==> config.mk <==
export PLATFORM = sky130hd
export DESIGN_NAME = safe_sync_initiator
export DESIGN_NICKNAME = d
export VERILOG_FILES = /design/src/rtl/safe_pkg.sv /design/src/rtl/safe_stable_counter.sv /design/src/rtl/safe_sync_initiator.sv
export SDC_FILE = /design/constraint.sdc
export NUM_CORES = 1
export LEC_CHECK = 0
export ABC_AREA = 1
export BUFFER_PORTS_ARGS = -buffer_cell sky130_fd_sc_hd__buf_2
export CORE_MARGIN = 10
export CORE_UTILIZATION = 48
export CTS_CLUSTER_SIZE = 24
export DETAILED_ROUTE_END_ITERATION = 10
export PLACE_DENSITY = 0.74
export SYNTH_ARGS = -nofsm -noshare
export SYNTH_HDL_FRONTEND = slang
export SYNTH_SLANG_ARGS = --single-unit
export TNS_END_PERCENT = 5
==> constraint.sdc <==
create_clock -name clk_i -period 1.65 [get_ports clk_i]
set_clock_uncertainty 0.05 [all_clocks]
set_input_delay 0.33 -clock clk_i [delete_from_list [all_inputs] [get_ports clk_i]]
set_output_delay 0.33 -clock clk_i [all_outputs]
set_load 0.05 [all_outputs]
==> src/rtl/safe_pkg.sv <==
// Shared types for the lockstep safe-mode sync initiator.
package safe_pkg;

  localparam int SAFE_IRQ_ID_W = 5;

  typedef enum logic [2:0] {
    IDLE      = 3'd0,
    REQ       = 3'd1,
    HALT_WAIT = 3'd2,
    SYNC2     = 3'd3,
    IRQ       = 3'd4,
    ACK       = 3'd5,
    DONE      = 3'd6
  } safe_sync_state_e;

endpackage

==> src/rtl/safe_stable_counter.sv <==
// Saturating up-counter with synchronous clear and enable.
// done_o is high while the count sits at TERM; the count never passes TERM.
module safe_stable_counter #(
  parameter int TERM = 3,
  parameter int W    = 2
) (
  input  logic clk_i,
  input  logic rst_ni,
  input  logic clr_i,
  input  logic en_i,
  output logic done_o
);

  localparam logic [W-1:0] TERM_C = W'(TERM);

  logic [W-1:0] cnt_q;

  // Count enabled cycles, hold at TERM, clear has priority.
  always_ff @(posedge clk_i or negedge rst_ni) begin
    if (!rst_ni) begin
      cnt_q <= '0;
    end else if (clr_i) begin
      cnt_q <= '0;
    end else if (en_i && (cnt_q != TERM_C)) begin
      cnt_q <= cnt_q + W'(1);
    end
  end

  assign done_o = (cnt_q == TERM_C);

endmodule

==> src/rtl/safe_sync_initiator.sv <==
// Core-side sync initiator for the lockstep safe-mode controller.
// Sequences sync1 -> shadow halt -> sync2 -> master irq -> ack -> single-bus done.
// Optional build macro SAFE_SYNC_TIMEOUT_EN adds a per-state timeout on the
// four wait states (REQ, HALT_WAIT, SYNC2, IRQ) that aborts back to IDLE.
//
// state     | meaning
// IDLE      | waiting for a sync request from the master core
// REQ       | sync1 raised, waiting for the controller halt phase
// HALT_WAIT | shadow halt requested, waiting for a stable halted status
// SYNC2     | shadow halted and stable, waiting for the sync-irq phase
// IRQ       | sync interrupt raised to master, waiting for matching ack
// ACK       | one-cycle ack pulse to the controller
// DONE      | holding the shadow halted while single-bus mode is active
module safe_sync_initiator
  import safe_pkg::*;
#(
  parameter int                         HALT_STABLE_CYCLES = 4,
  parameter int                         TIMEOUT_CYCLES     = 1024,
  parameter logic [SAFE_IRQ_ID_W-1:0]   IRQ_ID             = 5'd31
) (
  input  logic                     clk_i,
  input  logic                     rst_ni,
  input  logic                     sync_req_i,
  input  logic                     shadow_halted_i,
  input  logic                     interrupt_halt_i,
  input  logic                     interrupt_sync_i,
  input  logic                     single_bus_i,
  input  logic                     irq_ack_i,
  input  logic [SAFE_IRQ_ID_W-1:0] irq_id_i,
  output logic                     sync1_o,
  output logic                     sync2_o,
  output logic                     intc_ack_o,
  output logic                     shadow_halt_req_o,
  output logic                     master_irq_o,
  output logic                     busy_o,
  output logic                     timeout_o
);

  localparam int STABLE_W = $clog2(HALT_STABLE_CYCLES + 1);

  safe_sync_state_e state_q, state_d;
  logic state_change;
  logic stable_done;
  logic timeout_hit;
  logic timeout_fire;

  logic sync1_d, sync2_d, intc_ack_d, halt_req_d, irq_d, busy_d, timeout_d;

  assign state_change = (state_d != state_q);

  // Counts consecutive halted cycles; a low halted status restarts the window.
  safe_stable_counter #(
    .TERM (HALT_STABLE_CYCLES - 1),
    .W    (STABLE_W)
  ) u_stable_cnt (
    .clk_i  (clk_i),
    .rst_ni (rst_ni),
    .clr_i  (state_change || !shadow_halted_i),
    .en_i   ((state_q == HALT_WAIT) && shadow_halted_i),
    .done_o (stable_done)
  );

`ifdef SAFE_SYNC_TIMEOUT_EN
  localparam int TIMEOUT_W = $clog2(TIMEOUT_CYCLES + 1);

  logic in_wait;
  logic timeout_done;

  assign in_wait = (state_q == REQ) || (state_q == HALT_WAIT) ||
                   (state_q == SYNC2) || (state_q == IRQ);

  safe_stable_counter #(
    .TERM (TIMEOUT_CYCLES - 1),
    .W    (TIMEOUT_W)
  ) u_timeout_cnt (
    .clk_i  (clk_i),
    .rst_ni (rst_ni),
    .clr_i  (state_change),
    .en_i   (in_wait),
    .done_o (timeout_done)
  );

  assign timeout_hit = in_wait && timeout_done;
`else
  logic unused_timeout_cfg;

  assign unused_timeout_cfg = (TIMEOUT_CYCLES > 0);
  assign timeout_hit        = 1'b0;
`endif

  // State register.
  always_ff @(posedge clk_i or negedge rst_ni) begin
    if (!rst_ni) begin
      state_q <= IDLE;
    end else begin
      state_q <= state_d;
    end
  end

  // Next-state logic; a legitimate handshake step wins over a same-cycle timeout.
  always_comb begin
    state_d      = state_q;
    timeout_fire = 1'b0;
    case (state_q)
      IDLE: begin
        if (sync_req_i) state_d = REQ;
      end
      REQ: begin
        if (interrupt_halt_i) begin
          state_d = HALT_WAIT;
        end else if (timeout_hit) begin
          state_d      = IDLE;
          timeout_fire = 1'b1;
        end
      end
      HALT_WAIT: begin
        if (shadow_halted_i && stable_done) begin
          state_d = SYNC2;
        end else if (timeout_hit) begin
          state_d      = IDLE;
          timeout_fire = 1'b1;
        end
      end
      SYNC2: begin
        if (interrupt_sync_i) begin
          state_d = IRQ;
        end else if (timeout_hit) begin
          state_d      = IDLE;
          timeout_fire = 1'b1;
        end
      end
      IRQ: begin
        if (irq_ack_i && (irq_id_i == IRQ_ID)) begin
          state_d = ACK;
        end else if (timeout_hit) begin
          state_d      = IDLE;
          timeout_fire = 1'b1;
        end
      end
      ACK: begin
        state_d = DONE;
      end
      DONE: begin
        if (!single_bus_i) state_d = IDLE;
      end
      default: begin
        state_d = IDLE;
      end
    endcase
  end

  // Output decode from the next state so registered outputs line up with state_q.
  always_comb begin
    sync1_d    = (state_d == REQ);
    sync2_d    = (state_d == SYNC2);
    intc_ack_d = (state_d == ACK);
    irq_d      = (state_d == IRQ);
    halt_req_d = (state_d == HALT_WAIT) || (state_d == SYNC2) ||
                 (state_d == IRQ) || (state_d == ACK) || (state_d == DONE);
    busy_d     = (state_d != IDLE);
    timeout_d  = timeout_fire;
  end

  // Output register.
  always_ff @(posedge clk_i or negedge rst_ni) begin
    if (!rst_ni) begin
      sync1_o           <= 1'b0;
      sync2_o           <= 1'b0;
      intc_ack_o        <= 1'b0;
      shadow_halt_req_o <= 1'b0;
      master_irq_o      <= 1'b0;
      busy_o            <= 1'b0;
      timeout_o         <= 1'b0;
    end else begin
      sync1_o           <= sync1_d;
      sync2_o           <= sync2_d;
      intc_ack_o        <= intc_ack_d;
      shadow_halt_req_o <= halt_req_d;
      master_irq_o      <= irq_d;
      busy_o            <= busy_d;
      timeout_o         <= timeout_d;
    end
  end

endmodule

==> results.py <==
metrics = {
    "finish": {
        "layout.nets": 119,
        "diodes": 0,
        "finalNonFillerCells": 118,
        "syn2layout_area_growth_pct": 24.9,
        "final_core_util": 0.631,
        "stdcell_area_um2": 811,
        "drive_above_1_share": 0.350,
    },
    "pwr": {
        "p_per_area_mw_per_mm2": 1640,
        "leakage_nw": 0.467,
        "ir_drop_mv": 0.894,
        "power.total_mw": 1.33,
    },
    "clock_network": {
        "numCtsBuffers": 3,
        "htree_num_levels": 1,
        "clockBufferDepth": 2,
        "clock_latency_ns": 0.27,
        "cts_root_buf": "clkbuf_4",
        "cts_tree": "yes",
        "clock-sinks": 12,
        "clkTransAtPathRegs_ns": 0.07,
    },
    "worst_setup_path": {
        "critPathKind": "flop to flop",
        "critPathSlowestCell": "dfrtp_1",
        "crit_arrival_ns": 1.76,
        "crit_fanout": 4,
        "r2r_setup_slack_ns": 0.05,
        "crit_chain": "ha_1, ha_2, nand2_1, nor2_1, nor2_1, nand3_2, nand2_2, nand3_4, nor2_2",
        "max_stage_delay_ns": 0.39,
        "endpoint_kind": "flop",
        "startpoint": "u_stable_cnt.cnt_q[0]$_DFFE_PN0P_",
        "crit_required_ns": 1.81,
        "reg2reg_depth": 9,
        "start_kind": "flop",
        "reg2reg_from": "u_stable_cnt.cnt_q[0]$_DFFE_PN0P_",
        "cpMostUsedCell": "nor2_1",
        "cp-endpoint": "u_stable_cnt.cnt_q[1]$_DFFE_PN0P_",
        "timing.rr.end": "u_stable_cnt.cnt_q[1]$_DFFE_PN0P_",
    },
    "logic_synthesis": {
        "muxShareOfSynthArea": 0,
        "synth_nets": 96,
        "synth_top_family_by_area": "simple AND/OR/NAND/NOR gates",
        "syn-instance-count": 81,
        "synth_seq_cells": 12,
        "synth-xor-area-share": 0.0135,
        "synth_warnings": 0,
        "synth.distinct_cells": 22,
        "synth_area_um2": 649,
        "avgSynthCellArea_um2": 8.02,
        "synth_top_area_share": 0.462,
        "synth_compound_area_frac": 0.0231,
        "synth.top_cells.by_area": "dfrtp_1 46%, nand2_1 9.8%, inv_1 6.9%",
        "synth_adder_area_share": 0.0385,
        "seq_area_frac_synth": 0.462,
        "yosys.area.top_type": "dfrtp_1",
        "synth-simple-area-share": 0.331,
    },
    "die": {
        "die_h_um": 56.8,
        "initial_core_util": 0.505,
        "fp.dieArea_mm2": 0.00322,
        "io-pin-count": 20,
        "die_w_um": 56.8,
        "placement_rows": 13,
        "core-area_mm2": 0.00128,
    },
    "place": {
        "hpwlAfterDp_mm": 1.09,
        "place_inst": 111,
        "dp_slack_ns": 0.0907,
        "finalWeightedCongestion": 0.798,
        "port_buffers": 18,
        "postPlaceCellArea_um2": 734,
    },
    "sta": {
        "layout_min_cycle_time_ns": 1.60,
        "whs_ns": 0.341,
        "finalHoldViolCount": 0,
        "finalMaxSlewViolations": 0,
        "fin_tns_setup_ns": 0,
        "setup_viol_count_final": 0,
        "fmax_mhz": 626,
        "fin_ws_ns": 0.0517,
        "period_share": 0.969,
    },
    "global_route": {
        "grt_pass1_vias": 560,
        "grt_overflow": 0,
        "antenna_found_initial": 0,
        "grt_pass1_wl_mm": 2.29,
        "grt_usage": 0.0894,
        "grt_start_max_net_pins": 13,
    },
    "route": {
        "viasPerCell": 4.77,
        "vias": 563,
        "drc_errors": 0,
        "drtAntennaViolNets": 0,
        "drt_iter0_drc": 7,
        "drt_wl_total_mm": 1.40,
        "wl_per_cell_um": 11.8,
        "dr.pass1.iters": 5,
    },
    "min_path": {
        "worstHoldPathType": "primary input to flop",
    },
    "run_status": {
        "status": "finished clean",
    },
    "flow_run": {
        "drv_cap": 0,
    },
}
[layer usage]
| layer | global-route usage | routed length (um) |
|---|---|---|
| met4 | 0.0705 | 47 |
| met3 | 0.0472 | 81 |
| met5 | 0 | 0 |
| met1 | 0.0823 | 563 |
| met2 | 0.144 | 702 |
[what timing repair did]
action                                  4_1_cts  5_1_grt
gates resized for setup                       0        4
endpoints found under the setup margin        0        4
hold endpoints to repair                     12        0
setup buffers                                 0        2
hold buffers                                  1        0
[cell usage after synthesis]
library cell,instances
nand2_1,17
dfrtp_1,12
inv_1,12
nor2_1,12
nand3_1,3
nand3_2,3
nand4_1,3
nor2_2,3
ha_1,2
o21ai_1,2
a21oi_1,1
buf_2,1
buf_4,1
buf_6,1
clkinv_4,1
conb_1,1
inv_2,1
nand2_2,1
nor3_1,1
or2_0,1
or2_1,1
xor2_1,1
[flip-flops by register name, summed over array words and instances (netlist names)]
register,cells
shadow_halt_req_o,1
u_stable_cnt.cnt_q,3
intc_ack_o,1
sync1_o,1
busy_o,1
master_irq_o,1
sync2_o,1
state_q,3
[worst max-delay path: cells and delay by family, from the launching register on]
| family | cells | cell delay, ns |
|---|---|---|
| adder cells (fa/ha/maj) | 2 | 0.38 |
| flip-flops | 1 | 0.39 |
| AND/OR/NAND/NOR | 7 | 0.72 |
[report_power, final]
part           total (mW)  switching (mW)  internal [mW]
registers           0.457          0.0737          0.383
logic               0.644           0.447          0.198
clock network       0.230          0.0961          0.134
total                1.33           0.617          0.715
[layout by cell type (no fill, tap or decap), types with 3 or more instances in the layout]
| cell | count |
|---|---|
| nand3_1 | 3 |
| nor2_1 | 11 |
| buf_2 | 18 |
| clkbuf_4 | 3 |
| nand4_1 | 3 |
| nand2_1 | 16 |
| dfrtp_1 | 12 |
| inv_1 | 12 |
| nor2_2 | 4 |
[cell type report]
cell class,count,area [um^2]
flip-flops and latches,12,300
clock buffers,4,36.3
multi-input cells,52,283
fillers,112,474
repair buffers,21,115
well taps,15,18.8
inverters,14,57.6
[kinds of logic (layout without fill, tap and decap cells)]
group,count (synthesis),after routing
adders and majority gates,2,2
buffers and inverters,17,39
and+or+nand+nor,45,45
DFF,12,12
other,1,1
AOI/OAI and AO/OA,3,3
xor gates and xnor gates,1,1
[how the worst min path moves through the flow]
stage	to	slack [ns]	cells after the start	from
floorplan	busy_o$_DFF_PN0_	-0.02	0	rst_ni
global route	master_irq_o$_DFF_PN0_	0.35	3	interrupt_sync_i
global placement	state_q[1]$_DFF_PN0_	0.17	1	rst_ni
finish	master_irq_o$_DFF_PN0_	0.34	3	interrupt_sync_i
CTS	master_irq_o$_DFF_PN0_	0.33	3	interrupt_sync_i
detailed placement	state_q[1]$_DFF_PN0_	0.17	1	rst_ni
Note: power is estimated with default switching activity, not from simulation.
